--- src/rtl/mem_wb_regfile_pkg.sv ---
// Shared pipeline definitions for the writeback end of the RV32 pipeline.
//   XLEN     : datapath width
//   REGAW    : architectural register address width
//   res_sel_e: writeback result-select encodings carried from MEM to WB
package mem_wb_regfile_pkg;

   localparam int XLEN  = 32;
   localparam int REGAW = 5;

   typedef enum logic [1:0] {
      RES_ALU  = 2'b00,
      RES_MEM  = 2'b01,
      RES_PC4  = 2'b10,
      RES_ZERO = 2'b11
   } res_sel_e;

endpackage

--- src/rtl/mem_wb_regfile_regfile.sv ---
// Architectural register file: NREG x XLEN storage, one write port,
// two combinational read ports with same-cycle write bypass.
// Ports:
//   clk, rst           : clock, synchronous active-high reset (clears all regs)
//   we_i, waddr_i      : write enable / address (writes to x0 are dropped)
//   wdata_i            : write data, also the bypass source
//   a1_i, a2_i         : read addresses
//   rd1_o, rd2_o       : read data (x0 reads as zero)
module mem_wb_regfile_regfile
   import mem_wb_regfile_pkg::*;
#(
   parameter int XLEN = mem_wb_regfile_pkg::XLEN,
   parameter int NREG = 32
) (
   input  logic             clk,
   input  logic             rst,
   input  logic             we_i,
   input  logic [REGAW-1:0] waddr_i,
   input  logic [XLEN-1:0]  wdata_i,
   input  logic [REGAW-1:0] a1_i,
   input  logic [REGAW-1:0] a2_i,
   output logic [XLEN-1:0]  rd1_o,
   output logic [XLEN-1:0]  rd2_o
);

   logic [XLEN-1:0] regs_q [NREG];
   logic            wr_en;

   // x0 is hardwired: a write aimed at it never reaches the array.
   assign wr_en = we_i && (waddr_i != '0);

   always_ff @(posedge clk) begin
      if (rst) begin
         for (int i = 0; i < NREG; i++) begin
            regs_q[i] <= '0;
         end
      end else if (wr_en) begin
         regs_q[waddr_i] <= wdata_i;
      end
   end

   // Bypass: a value being written this cycle is returned before it lands
   // in the array, so decode always sees the newest value.
   always_comb begin
      rd1_o = regs_q[a1_i];
      if (a1_i == '0) begin
         rd1_o = '0;
      end else if (wr_en && (a1_i == waddr_i)) begin
         rd1_o = wdata_i;
      end
   end

   always_comb begin
      rd2_o = regs_q[a2_i];
      if (a2_i == '0) begin
         rd2_o = '0;
      end else if (wr_en && (a2_i == waddr_i)) begin
         rd2_o = wdata_i;
      end
   end

endmodule

--- src/rtl/mem_wb_regfile.sv ---
// Writeback stage: MEM/WB stage register, result select, and the
// architectural register file it writes.
// Ports:
//   clk, rst                    : clock, synchronous active-high reset
//   regwm, resrcm, alurm,
//   rdatam, pcp4m, rdm          : MEM-stage results captured into WB
//   a1, a2                      : decode read addresses
//   rd1, rd2                    : decode read data (combinational, bypassed)
//   resultw                     : WB selected result (forwarding source)
//   rdw                         : WB destination register
//   regww                       : WB effective write enable (0 for x0)
module mem_wb_regfile
   import mem_wb_regfile_pkg::*;
#(
   parameter int XLEN = mem_wb_regfile_pkg::XLEN,
   parameter int NREG = 32
) (
   input  logic             clk,
   input  logic             rst,
   input  logic             regwm,
   input  logic [1:0]       resrcm,
   input  logic [XLEN-1:0]  alurm,
   input  logic [XLEN-1:0]  rdatam,
   input  logic [XLEN-1:0]  pcp4m,
   input  logic [REGAW-1:0] rdm,
   input  logic [REGAW-1:0] a1,
   input  logic [REGAW-1:0] a2,
   output logic [XLEN-1:0]  rd1,
   output logic [XLEN-1:0]  rd2,
   output logic [XLEN-1:0]  resultw,
   output logic [REGAW-1:0] rdw,
   output logic             regww
);

   logic             regw_q;
   res_sel_e         resrc_q;
   logic [XLEN-1:0]  alur_q;
   logic [XLEN-1:0]  rdata_q;
   logic [XLEN-1:0]  pcp4_q;
   logic [REGAW-1:0] rd_q;

   // ---- MEM / WB stage boundary ----
   always_ff @(posedge clk) begin
      if (rst) begin
         regw_q  <= 1'b0;
         resrc_q <= RES_ALU;
         alur_q  <= '0;
         rdata_q <= '0;
         pcp4_q  <= '0;
         rd_q    <= '0;
      end else begin
         regw_q  <= regwm;
         resrc_q <= res_sel_e'(resrcm);
         alur_q  <= alurm;
         rdata_q <= rdatam;
         pcp4_q  <= pcp4m;
         rd_q    <= rdm;
      end
   end

   always_comb begin
      resultw = '0;
      unique case (resrc_q)
         RES_ALU:  resultw = alur_q;
         RES_MEM:  resultw = rdata_q;
         RES_PC4:  resultw = pcp4_q;
         RES_ZERO: resultw = '0;
      endcase
   end

   assign rdw   = rd_q;
   assign regww = regw_q && (rd_q != '0);

   mem_wb_regfile_regfile #(
      .XLEN (XLEN),
      .NREG (NREG)
   ) u_regfile (
      .clk     (clk),
      .rst     (rst),
      .we_i    (regww),
      .waddr_i (rd_q),
      .wdata_i (resultw),
      .a1_i    (a1),
      .a2_i    (a2),
      .rd1_o   (rd1),
      .rd2_o   (rd2)
   );

endmodule

--- config.mk ---
export PLATFORM = sky130hd
export DESIGN_NAME = mem_wb_regfile
export DESIGN_NICKNAME = d
export VERILOG_FILES = /design/src/rtl/mem_wb_regfile_pkg.sv /design/src/rtl/mem_wb_regfile_regfile.sv /design/src/rtl/mem_wb_regfile.sv
export SDC_FILE = /design/constraint.sdc
export NUM_CORES = 2
export LEC_CHECK = 0
export BUFFER_PORTS_ARGS = -buffer_cell sky130_fd_sc_hd__buf_2
export CAP_MARGIN = 20
export CORE_AREA = 3 3 418 420
export CTS_CLUSTER_DIAMETER = 100
export CTS_CLUSTER_SIZE = 14
export DETAILED_ROUTE_END_ITERATION = 10
export DIE_AREA = 0 0 421 423
export SYNTH_ARGS = -nofsm -noshare
export SYNTH_HDL_FRONTEND = slang
export SYNTH_SLANG_ARGS = --single-unit
--- constraint.sdc ---
create_clock -name clk -period 2.67 [get_ports clk]
set_input_delay 0.1335 -clock clk [delete_from_list [all_inputs] [get_ports clk]]
set_output_delay 0.1335 -clock clk [all_outputs]
set_load 0.1 [all_outputs]
==> reports/metrics.cfg <==
[route]
drt_first_pass_iters = 6
drtAntennaViolNets = 0
drc = 0
wirelength_um = 241000
vias = 43500
avgViaCountPerCell = 6.12
wire_per_inst_um = 33.9
drt-initial-drc-count = 7171

[synthesis]
synth_seq_cells = 1128
syn_avg_cell_area_um2 = 13.6
async_flop_share = 0
netlist_instances = 4167
ys_warn_count = 0
syn_area_um2 = 56500
synth_ff_type = edfxtp_1
yosysUniqueCellTypes = 69
synth-edff-count = 1024
seq_area_frac_synth = 0.581

[worst_setup_path]
required_ps = 2540
timing.critical_path.mode_cell = buf_12
crit_start = rdw[4]
reg2reg_depth = 9
r2r-start = rdw[2]
reg2reg_slack_ps = 200
path_max_fanout = 5
crit_buf_inv = 6
cp_top_family = buffers and inverters
cp_slowest_cell = dfxtp_4
cp.arrival_ps = 3070
crit_path_end = rd2[25]
path_cells = buf_6, xor2_4, nor4_4, buf_4, a31oi_4, buf_12, buf_12, buf_8, a32oi_4, o21ai_4, buf_12
regToRegEndpoint = u_regfile.regs_q[8][2]
crit_cells = 11
cp_slowest_stage_delay_ps = 380
path_class = reg -> out
startpoint_type = flip-flop
cp-end-kind = primary output

[place]
io_buffers = 217
place_congestion = 0.919
dp_hpwl_um = 151000
place_area_um2 = 65800

[timing]
post-route-period-util = 1.20
slew_headroom = 0.358
tightest_slew_ps = 963
hold_ws_ps = 158
rsz0062_at_grt = yes
setup-violations-final = 64
tns_ps = -23910
finalClockSkew_ps = 29.6
finalCriticalPeriod_ps = 3200
timing_hold_violations_final = 0
worst_slack_ps = -533
slew_violations = 0
fmaxAchievable_mhz = 312

[hold_path]
hold_path.class = in -> reg
hold_depth = 3

[cells_and_area]
layout.nets = 4875
fillCellCount = 15600
drive_above_1_share = 0.337
final_cell_mix = nor2_1 (1,064), edfxtp_1 (1,024), mux4_2 (406)
final_core_util = 0.418
area_delta_synth_final_pct = 26.8
stdcell_area_um2 = 71600
final_common_cell = nor2_1

[floorplan]
initial_utilization = 0.330
die_w_um = 421
fp-row-count = 152
die_area_um2 = 178000
ios = 218
die_height_um = 423
core_um2 = 171000

[global_route]
grt_pass1_wl_um = 329000
grtUsageTotal = 0.262
grt_max_degree = 125
gr-total-overflow = 0
grt_pass1_vias = 42800
antenna_found_initial = 4

[power]
power_mw = 41.2
pwr_density_cell_nw_per_um2 = 575
p_leak_nw = 26.1
vdd_ir_drop_max_mv = 0.517

[clock_network]
cts_buffer_depth = 3
numCtsBuffers = 90
root_buffer = clkbuf_16
cts.htree.levels = 3
clock-sinks = 1128
cts_tree = done
clk_pin_slew_worst_paths_ps = 70
clk_latency_ps = 730

[status]
status = finished, violations left
violations = setup timing

[flow_run]
maxCapViolCount = 0

==> metal layers <==
layer | part of all wire | vias to the layer above | global-route usage | wire length [µm]
met2 | 0.45 | 3554 | 0.399 | 109000
met3 | 0.13 | 821 | 0.0687 | 31400
li1 | - | 16900 | - | -
met4 | 0.077 | 0 | 0.176 | 18400
met1 | 0.34 | 22200 | 0.327 | 82200
met5 | 0 | - | 0 | 0
==> cells in the mapped netlist (8+ instances only) <==
| library cell | n | share of area |
|---|---|---|
| nor3_1 | 57 | 0.0050 |
| a221o_1 | 22 | 0.0039 |
| o32ai_1 | 8 | 0.0012 |
| buf_2 | 134 | 0.012 |
| a22oi_1 | 12 | 0.0016 |
| a31oi_1 | 8 | 0.00089 |
| or2_2 | 8 | 0.00089 |
| nor2b_1 | 118 | 0.013 |
| a21oi_1 | 52 | 0.0046 |
| nand2b_1 | 43 | 0.0048 |
| o22ai_1 | 139 | 0.015 |
| nor4_1 | 21 | 0.0023 |
| a221oi_1 | 48 | 0.0074 |
| o221ai_1 | 9 | 0.0014 |
| inv_1 | 41 | 0.0027 |
| clkbuf_1 | 224 | 0.015 |
| nand2_1 | 64 | 0.0043 |
| a211oi_1 | 29 | 0.0039 |
| buf_8 | 8 | 0.0021 |
| edfxtp_1 | 1024 | 0.54 |
| mux2_2 | 58 | 0.012 |
| o211ai_1 | 11 | 0.0015 |
| buf_1 | 8 | 0.00053 |
| buf_4 | 32 | 0.0043 |
| nor2_1 | 1067 | 0.071 |
| o21ai_0 | 41 | 0.0036 |
| mux2i_1 | 223 | 0.040 |
| o21a_1 | 17 | 0.0023 |
| buf_6 | 19 | 0.0038 |
| dfxtp_1 | 104 | 0.037 |
| nand3_1 | 13 | 0.0012 |
| mux4_2 | 406 | 0.16 |
==> where the power goes <==
group / leakage (nW) / internal [mW] / switching [mW]
clock: 1.19 / 6.32 / 6.43
combinational: 13.0 / 3.21 / 5.20
sequential: 11.8 / 19.7 / 0.281
==> logic make-up (layout without fill, tap and decap cells) <==
group,Yosys count,in the layout,share of synthesized area
buf+inv,472,1063,0.0420
compound gates,447,447,0.0555
simple gates,1421,1421,0.106
other cells,1,37,0.0000664
flops,1128,1128,0.581
mux,688,688,0.213
xor+xnor,10,10,0.00155
==> timing repair <==
item / CTS / global route
setup endpoints to repair: 89 / 71
pin swaps: 67 / 31
hold endpoints to repair: 109 / 0
hold buffers: 105 / 0
setup buffers: 74 / 30
gates resized for setup: 179 / 47
cloned: 6 / 3
==> through the flow <==
step | setup slack [ps] | std cells
4_1_cts | -546 | 7072
3_5_place_dp | -339 | 6778
5_1_grt | -564 | 7100
2_1_floorplan | -473 | 4198
6_report | -533 | 7104
3_3_place_gp | -377 | 6778
==> how the worst min path moves through the flow <==
stage	end	slack (ps)	start
finish	rdata_q[7]	160	rdatam[7]
global route	pcp4_q[23]	160	pcp4m[23]
CTS	rdata_q[28]	120	rdatam[28]
detailed placement	rdw[4]	350	rdm[4]
global placement	alur_q[26]	350	alurm[26]
floorplan	rdw[0]	260	rdm[0]
==> area by class of cell <==
cell class	count	area, µm²	area share
inverter	42	191	0.00267
timing repair buffer	899	10100	0.141
antenna	5	12.5	0.000175
clock buffer	119	2400	0.0336
sequential	1128	32900	0.459
multi-input combinational	2598	23100	0.322
clock inverter	3	55.1	0.000769
tap	2310	2890	0.0403
==> tightest hold or removal path, stage by stage <==
cell           delay (ps)
dlygate4sd3_1         510
buf_2                  90
nor2b_1               100
==> sequential cells by signal, summed over array words and instances (netlist names) <==
| signal | count |
|---|---|
| pcp4_q | 32 |
| rdata_q | 32 |
| u_regfile.regs_q | 1024 |
| rdw | 5 |
| alur_q | 32 |
| regw_q | 1 |
| resrc_q | 2 |
(Power assumes the default switching activity.)
